**src/rtl/slot_c8_arbiter.sv**
```systemverilog
// Tracks which virtual slot owns the shared $C800-$CFFF expansion ROM window and
// produces the gated expansion-ROM strobe, sampling the bus once per phi0 high phase.
`timescale 1ns/1ps
module slot_c8_arbiter #(
    parameter int unsigned SETTLE_CYCLES = 4
) (
    input  logic        clk_logic,
    input  logic        system_reset,
    input  logic        phi0,
    input  logic [15:0] addr,
    input  logic        m2sel_n,
    input  logic [2:0]  slot,
    input  logic [7:0]  card_id,
    input  logic        ioselect_n,
    input  logic        intcxrom,
    input  logic        intc8rom,
    input  logic        cfg_wr,
    input  logic [2:0]  cfg_slot,
    input  logic [7:0]  cfg_card_i,
    output logic        c8_valid,
    output logic [2:0]  c8_owner,
    output logic [7:0]  c8_card_id,
    output logic        c8_sample,
    output logic        c8_select_n
);

    typedef enum logic [1:0] {
        IDLE   = 2'd0,
        SETTLE = 2'd1,
        DONE   = 2'd2
    } state_t;

    localparam logic [3:0] SETTLE_CNT = 4'(SETTLE_CYCLES);

    state_t      state_q, state_d;
    logic [3:0]  cnt_q, cnt_d;
    logic        phi0_q;
    logic        wait_low_q, wait_low_d;
    logic        valid_q, valid_d;
    logic [2:0]  owner_q, owner_d;
    logic [7:0]  card_q, card_d;

    logic        rise;
    logic        sample;
    logic        release_hit;
    logic        claim_hit;
    logic        unused_cfg_card;

    // Any reconfiguration of the owning slot revokes ownership; the new ID itself is irrelevant.
    assign unused_cfg_card = ^cfg_card_i;

    // After a reset taken with phi0 high, the rest of that phase must not look like a rise.
    assign wait_low_d = wait_low_q & phi0;
    assign rise       = phi0 & ~phi0_q & ~wait_low_q;

    always_comb begin
        state_d = state_q;
        cnt_d   = cnt_q;
        sample  = 1'b0;
        case (state_q)
            IDLE: begin
                if (rise) begin
                    state_d = SETTLE;
                    cnt_d   = 4'd1;
                end
            end
            SETTLE: begin
                if (!phi0) begin
                    state_d = IDLE;
                end else if (cnt_q == SETTLE_CNT) begin
                    sample  = 1'b1;
                    state_d = DONE;
                end else begin
                    cnt_d = cnt_q + 4'd1;
                end
            end
            DONE: begin
                if (!phi0) begin
                    state_d = IDLE;
                end
            end
            default: state_d = IDLE;
        endcase
    end

    assign release_hit = ~m2sel_n & (addr == 16'hCFFF);
    assign claim_hit   = ~ioselect_n & (card_id != 8'd0) & (slot != 3'd0)
                       & ~(cfg_wr & (cfg_slot == slot));

    always_comb begin
        valid_d = valid_q;
        owner_d = owner_q;
        card_d  = card_q;
        if (cfg_wr && valid_q && (cfg_slot == owner_q)) begin
            valid_d = 1'b0;
        end
        if (sample) begin
            if (release_hit) begin
                valid_d = 1'b0;
            end
            if (claim_hit) begin
                valid_d = 1'b1;
                owner_d = slot;
                card_d  = card_id;
            end
        end
    end

    always_ff @(posedge clk_logic) begin
        if (system_reset) begin
            state_q    <= IDLE;
            cnt_q      <= 4'd0;
            phi0_q     <= 1'b0;
            wait_low_q <= phi0;
            valid_q    <= 1'b0;
            owner_q    <= 3'd0;
            card_q     <= 8'd0;
        end else begin
            state_q    <= state_d;
            cnt_q      <= cnt_d;
            phi0_q     <= phi0;
            wait_low_q <= wait_low_d;
            valid_q    <= valid_d;
            owner_q    <= owner_d;
            card_q     <= card_d;
        end
    end

    assign c8_valid    = valid_q;
    assign c8_owner    = owner_q;
    assign c8_card_id  = card_q;
    assign c8_sample   = sample & ~system_reset;
    assign c8_select_n = ~(phi0 & valid_q & ~m2sel_n & (addr[15:11] == 5'b11001)
                           & ~intcxrom & ~intc8rom);

endmodule

```
**config.mk**
```make
export PLATFORM = sky130hd
export DESIGN_NAME = slot_c8_arbiter
export DESIGN_NICKNAME = d
export VERILOG_FILES = /design/src/rtl/slot_c8_arbiter.sv
export SDC_FILE = /design/constraint.sdc
export NUM_CORES = 1
export LEC_CHECK = 0
export ABC_AREA = 1
export CAP_MARGIN = 0
export CORE_ASPECT_RATIO = 1.4
export CORE_MARGIN = 2
export CORE_UTILIZATION = 30
export DETAILED_ROUTE_END_ITERATION = 12
export PLACE_DENSITY_LB_ADDON = 0.15
export SYNTH_ARGS = -nofsm -noshare
export SYNTH_HDL_FRONTEND = slang
export SYNTH_SLANG_ARGS = --single-unit
```
**constraint.sdc**
```tcl
create_clock -name clk_logic -period 1.86 [get_ports clk_logic]
set_input_delay 0.186 -clock clk_logic [delete_from_list [all_inputs] [get_ports clk_logic]]
set_output_delay 0.186 -clock clk_logic [all_outputs]
set_load 0.05 [all_outputs]
```
# Yosys cells after proc, flatten, opt, wreduce, memory -nomap -nowiden
# Index checks and enable logic that the tools add are counted.
dict set report totals {
  output_inout_bits 14
  word_cells 69
  reg_bits 20
}
dict set report op_classes {
  eq_ne 12
  n_reduce_logical 9
  n_addsub 1
  mux 17
  bitwise_logic 23
}
# operator count
set op_table {}
lappend op_table {{equality test 16 bit, second input constant} 1}
lappend op_table {{AND 1 bit} 14}
lappend op_table {{2-to-1 mux 4 bit} 3}
lappend op_table {{NOT 1 bit} 9}
lappend op_table {{2-to-1 mux 1 bit} 8}
lappend op_table {{2-to-1 mux 2 bit} 4}
lappend op_table {{inequality test 2 bit, second input constant} 4}
lappend op_table {{one-hot mux 4 bit (2 select lines)} 1}
lappend op_table {{nonzero test 8 bit} 1}
lappend op_table {{equality test 3 bit} 2}
lappend op_table {{one-hot mux 2 bit (3 select lines)} 1}
lappend op_table {{equality test 5 bit, second input constant} 1}
lappend op_table {{adder 4 x 1 -> 4 bit, second input constant} 1}
lappend op_table {{equality test 4 x 3 -> 1 bit, second input constant} 1}
lappend op_table {{AND reduction 4 bit} 1}
lappend op_table {{inequality test 3 bit, second input constant} 1}
lappend op_table {{AND reduction 3 bit} 1}
lappend op_table {{nonzero test 3 bit} 1}
lappend op_table {{equality test 2 x 1 -> 1 bit, second input constant} 1}
lappend op_table {{equality test 2 bit, second input constant} 1}
lappend op_table {{logical AND 1 bit} 2}
lappend op_table {{zero test 2 bit} 1}
lappend op_table {{AND reduction 2 bit} 1}
lappend op_table {{nonzero test 2 bit} 1}

# Longest topological paths before layout
# Gate-level depths: netlist of run 1.
dict set report logic_depth {
  depth_word 6
  ltp_mapped 10
}

# Least setup slack after synthesis of run 1
# OpenSTA, ideal clock, no wires.
dict set report synth_path {
  path_kind {register -> output}
  from {reg cnt_q[0]}
  to {out c8_sample}
  stages_incl_launch_ff 7
  required_ps 1674
  arrival_ps 1472
  slack_ps 202
  path_cell_list {dfxtp_1 inv_1 ha_1 nand2_1 nor2_1 nand2_1 nor2_1}
}
dict set report synth_between {
  elab_chain_len 5
}
# item line_no
set synth_lines {}
lappend synth_lines {{start: declaration} 36} ;# logic [3:0] cnt_q, cnt_d;
lappend synth_lines {{start signal: assignment} 120} ;# cnt_q <= cnt_d;
lappend synth_lines {{equality test 4 x 3 -> 1 bit} 70} ;# end else if (cnt_q == SETTLE_CNT) begin
lappend synth_lines {{2-to-1 mux 1 bit} 70}
lappend synth_lines {{2-to-1 mux 1 bit} 68} ;# if (!phi0) begin
lappend synth_lines {{2-to-1 mux 1 bit} 60} ;# case (state_q)
lappend synth_lines {{AND 1 bit} 132} ;# assign c8_sample = sample & ~system_reset;
lappend synth_lines {{end: declaration} 23} ;# output logic c8_sample,
# No other way between the ends.

# Worst setup path in the final report of run 1
# Same ends and word-level chain as after synthesis.

==> flow_summary.toml, run 1 <==
[die]
core.rowCount = 27
start_util = 0.312
die_h_um = 79.5
core_area_sq_um = 3920
die_x_um = 57.9
ios = 60
die_area_sq_um = 4600

[power_and_ir_drop]
cellLeakagePower_uw = 0.000787
powerDensity_nw_per_um2 = 502
ir_worst_vdd_mv = 0.419
total_power_uw = 926

[synth]
seq_area_frac_synth = 0.328
synth_common_cells = "49 x nand2_1, 49 x nor2_1, 33 x inv_1"
synth_cells = 206
yosysTopAreaCellShare = 0.328
syn_nets = 254
yosys.area.top_type = "dfxtp_1"
synth.ff_latch_count = 20
ys_top_cells_by_area = "dfxtp_1 33%, nand2_1 15%, nor2_1 15%"
synthesis.area_sq_um = 1220
synthFlopType = "dfxtp_1"
ys_types = 23
synth.avg_cell_area_sq_um = 5.93
synth_edf_count = 0
synthArstFlopShare = 0
yosys_warnings = 0

[hold_path]
hp-class = "reg2reg"

[critical_path]
crit_type = "reg2out"
crit_slowest_cell = "dfxtp_1"
cp_common_cell = "nand2_1"
path_cells = "inv_1, ha_1, nand2_1, nor2_2, nand2_1, nor2_1, buf_12"
crit_required_ns = 1.67
worst_ep_arrival_time_ns = 1.50
cp_slowest_stage_delay_ns = 0.35
worstPathMaxFanout = 5
start_kind = "register"
cp_num_buf_inv = 2
cp_top_family = "simple AND/OR/NAND/NOR gates"
cp-end-kind = "output pin"

[clock_tree]
clock_latency_ns = 0.25
cts_buffer_depth = 2
ctsResizeCount = 0
htreeDepth = 1
cts_sinks = 20
clkTransAtPathRegs_ns = 0.07
cts_root_buffer = "clkbuf_8"
tritoncts = "built"
cts_made_buffers = 3
hold_buffers = 0
post_cts_buffers = 0

[drt]
post_drt_via_cell_ratio = 4.40
wl_met1_um = 1260
drt_wl_total_um = 2960
antenna_left = 0
drc = 0
drt-initial-drc-count = 29
top_layer_used = "met4"
wl_met2_um = 1550
wire_per_inst_um = 9.81
wl_met3_um = 126
dr.pass1.iters = 4
vias = 1329

[layout]
synthToLayoutAreaGrowth_pct = 51.2
final_cells = 302
final_layout_size_suffix_gt1_frac = 0.0811
antennaDiodeCount = 0
post-route-cell-area_sq_um = 1850
final_net_count = 309

[grt]
grt-ovfl-total = 0
antenna_found_initial = 0
first_global_vias = 1195
grt_first_pass_wirelength_um = 5060
grt.total_usage = 0.136
grt_max_degree = 13

[sta]
whs_ns = 0.461
drv_slew = 0
finalSetupViolCount = 0
fmax_mhz = 592
hold_viol_final = 0
rsz0062_at_grt = "no"
worst_pin_slew_ns = 0.495
final.setup.tns_ns = 0
fin_skew_ns = 0.00205
post-route-min-period_ns = 1.69
slew_headroom = 0.669
fin_crit_sh = 0.908

[placed_design]
place_hpwl_um = 2360
postPlaceCellArea_sq_um = 1800
gp_congestion = 0.757
portBuffers = 51
dp.cells = 299

[job]
drv_cap = 0

[run_status]
status = "finished, final reports clean"
==> final timing paths <==
check,slack [ns],startpoint,depth (start not counted),endpoint
max,0.17,cnt_q[0],7,c8_sample
max reg2reg,0.36,cnt_q[0],9,cnt_q[3]
min reg2reg,0.46,wait_low_q,2,wait_low_q
min,0.46,wait_low_q,2,wait_low_q
==> cells in the final DEF (no fill, tap or decap), drive strengths merged, types with 2 or more instances in the layout <==
cell type / Yosys / final
inv: 35 / 35
clkdlybuf4s50: 0 / 49
nor2: 53 / 53
clkbuf: 1 / 3
nand3: 21 / 21
nand2: 50 / 50
buf: 4 / 6
ha: 2 / 2
dfxtp: 20 / 20
nor3: 3 / 3
a21oi: 10 / 10
nand4: 3 / 3
==> state kept, by name (all words and copies together) (netlist names) <==
signal	cells
state_q	2
c8_owner	3
wait_low_q	1
cnt_q	4
c8_card_id	8
c8_valid	1
phi0_q	1
==> layout make-up <==
type | count | area (sq um)
inverter | 35 | 131
fill | 423 | 2070
sequential | 20 | 400
clock buffer | 3 | 41.3
timing repair buffer | 55 | 561
tap | 43 | 53.8
multi-input combinational | 146 | 659
==> logic make-up (layout without fill, tap and decap cells) <==
group                    Yosys count  count (layout)  share of synthesized area
AND/OR/NAND/NOR                  132             132                      0.459
buffers and inverters             40              93                      0.134
flip-flops                        20              20                      0.328
AO/OA/AOI/OAI                     11              11                     0.0512
adder cells (fa/ha/maj)            2               2                     0.0205
XOR/XNOR                           1               1                    0.00717
==> worst reg2reg max path: stages (launching register included) <==
cell     delay, ns
dfxtp_1       0.39
inv_1         0.08
ha_1          0.21
nand2_1       0.09
nor2_2        0.05
nor2_1        0.15
nor2_1        0.08
nor2_2        0.19
nand2_1       0.07
a21oi_1       0.12
==> report_power, final <==
part	total, uW	internal [uW]	switching, uW
Clock	281	144	137
Sequential	447	438	8.49
Combinational	199	107	91.8
Total	926	689	237
==> through the flow <==
step                 util  worst slack [ns]
floorplan               -             0.202
global placement    0.460             0.157
detailed placement  0.460             0.152
CTS                 0.471            0.0929
global route        0.471            0.0172
finish              0.471             0.172
==> metal layers <==
metal,GRT usage,up-vias
li1,-,735
met1,0.155,565
met2,0.248,27
met3,0.0227,2
met4,0.0488,0
met5,0,-
Note: power is estimated with default switching activity, not from simulation.
==> run 2: changes to the inputs <==
Settings changed: CORE_UTILIZATION 30 to 40, SETUP_SLACK_MARGIN set to 0.2.
==> flow_summary.toml, run 2 (synthesis gave the netlist of run 1 again) <==
[clock_tree]
cts_root_buffer = "clkbuf_8"
clkTransAtPathRegs_ns = 0.07
tritoncts = "built"
htreeDepth = 1
cts_made_buffers = 3
cts_buffer_depth = 2
hold_buffers = 0
clock_latency_ns = 0.26
cts_sinks = 20

[drt]
vias = 1353
drc = 0
antenna_left = 0
wire_per_inst_um = 10.0
dr.pass1.iters = 5
drt-initial-drc-count = 9
post_drt_via_cell_ratio = 4.54
drt_wl_total_um = 2990

[critical_path]
r2r_slack_ns = 0.38
crit_slowest_cell = "clkdlybuf4s50_1"
reg2reg_from = "cnt_q[0]"
r2r_end = "c8_card_id[7]"
cp_num_buf_inv = 1
crit_type = "reg2out"
path_cells = "clkdlybuf4s50_1"
cp-end-kind = "output pin"
start_kind = "register"
cp_top_family = "buffers and inverters"
cp_slowest_stage_delay_ns = 0.80
worst_ep_arrival_time_ns = 1.41
worstPathMaxFanout = 2
worst_r2r_path_depth = 9
crit_required_ns = 1.67

[power_and_ir_drop]
swShare = 0.252
clkPwrFrac = 0.341
pwr-share-comb = 0.207
cellLeakagePower_uw = 0.000864
powerDensity_nw_per_um2 = 523
ir_worst_vdd_mv = 0.397
p_sw_uw = 249
pwr-share-seq = 0.452
internal_power_uw = 739

[layout]
regArea_sq_um = 405
antennaDiodeCount = 0
final_net_count = 310
multi_input_comb_area_sq_um = 679
fillers = 276
layout_common_cells = "47 x nor2_1, 47 x nand2_1, 45 x clkdlybuf4s50_1, 32 x inv_1, 20 x nand3_1"
final_core_util = 0.657
synthToLayoutAreaGrowth_pct = 54.9
final_layout_size_suffix_gt1_frac = 0.115
largest_reg_flops = 8

[sta]
worst_slack_ns = 0.265
fin_crit_sh = 0.857
drv_slew = 0
finalSetupViolCount = 0
fin_skew_ns = 0.00213
slew_headroom = 0.654
fmax_mhz = 627
whs_ns = 0.458
post-route-min-period_ns = 1.59
hold_viol_final = 0
rsz0062_at_grt = "yes"
final.setup.tns_ns = 0
worst_pin_slew_ns = 0.518

[hold_path]
hold_path_end = "wait_low_q"
min_path_cells = 2
hold_start = "wait_low_q"
hp-class = "reg2reg"

[grt]
grtUsageMet1 = 0.187
grt_max_degree = 13
grt-busiest-layer = "met2"
first_global_vias = 1276
grt-ovfl-total = 0
use_met2 = 0.367
grt.total_usage = 0.192
antenna_found_initial = 0
met3_usage = 0.0259
grt_first_pass_wirelength_um = 5220

[placed_design]
portBuffers = 51
place_ws_ns = 0.181
gp_congestion = 0.738
place_hpwl_um = 2440

[die]
core_area_sq_um = 2880
die_h_um = 69.4
core.rowCount = 23
start_util = 0.424
die_area_sq_um = 3520
ios = 60
die_x_um = 50.7

[job]
drv_cap = 0

[run_status]
status = "finished, final reports clean"
[run 2: cell types whose count changed in the layout (fill, tap and decap cells not counted), moves of 2 or more]
cell / change
clkdlybuf4s50_1: -4
dfxtp_1: -2
dlymetal6s2s_1: +3
nand2_1: -2
nand2_2: +2
nor2_4: +2
[run 2: power by group through the flow]
| stage | combinational (uW) | sequential (uW) | clock (uW) |
|---|---|---|---|
| 2_1_floorplan | 93.9 | 455 | 0 |
| 3_3_place_gp | 194 | 458 | 0 |
| 3_5_place_dp | 196 | 458 | 0 |
| 4_1_cts | 198 | 448 | 343 |
| 5_1_grt | 234 | 447 | 357 |
| 6_report | 205 | 447 | 337 |
[run 2: what timing repair did]
action	in CTS	in global routing
hold endpoints to repair	0	0
endpoints found under the setup margin	2	12
buffers inserted	0	1
gates resized for setup	3	12
pin swaps	0	3
gates cloned	0	0
[run 2: cell type report]
cell class / count / area share
Multi-Input combinational cell: 146 / 0.359
Timing Repair Buffer: 56 / 0.304
Sequential cell: 20 / 0.214
Inverter: 35 / 0.0694
Clock buffer: 4 / 0.0291
Tap cell: 37 / 0.0245
[run 2: worst max path at each step]
| stage | start | endpoint | depth (start not counted) |
|---|---|---|---|
| floorplan | cnt_q[0] | c8_sample | 6 |
| global placement | slot[0] | c8_card_id[3] | 8 |
| CTS | c8_owner[0] | c8_owner[0] | 1 |
| detailed placement | slot[2] | c8_card_id[3] | 8 |
| finish | c8_card_id[0] | c8_card_id[0] | 1 |
| global route | cnt_q[0] | c8_sample | 7 |
[run 2: layer usage]
layer / vias to the layer above / wire length [um] / part of all wire
li1: 738 / - / -
met3: 5 / 107 / 0.036
met1: 586 / 1170 / 0.39
met2: 24 / 1640 / 0.55
met5: - / 0 / 0
met4: 0 / 75 / 0.025
[run 2: through the flow]
step                total power (uW)  std cells  cell area, sq um
floorplan                        549        206              1220
global placement                 652        293              1800
detailed placement               654        293              1800
CTS                              988        297              1850
global route                    1040        298              1890
finish                           988        298              1890
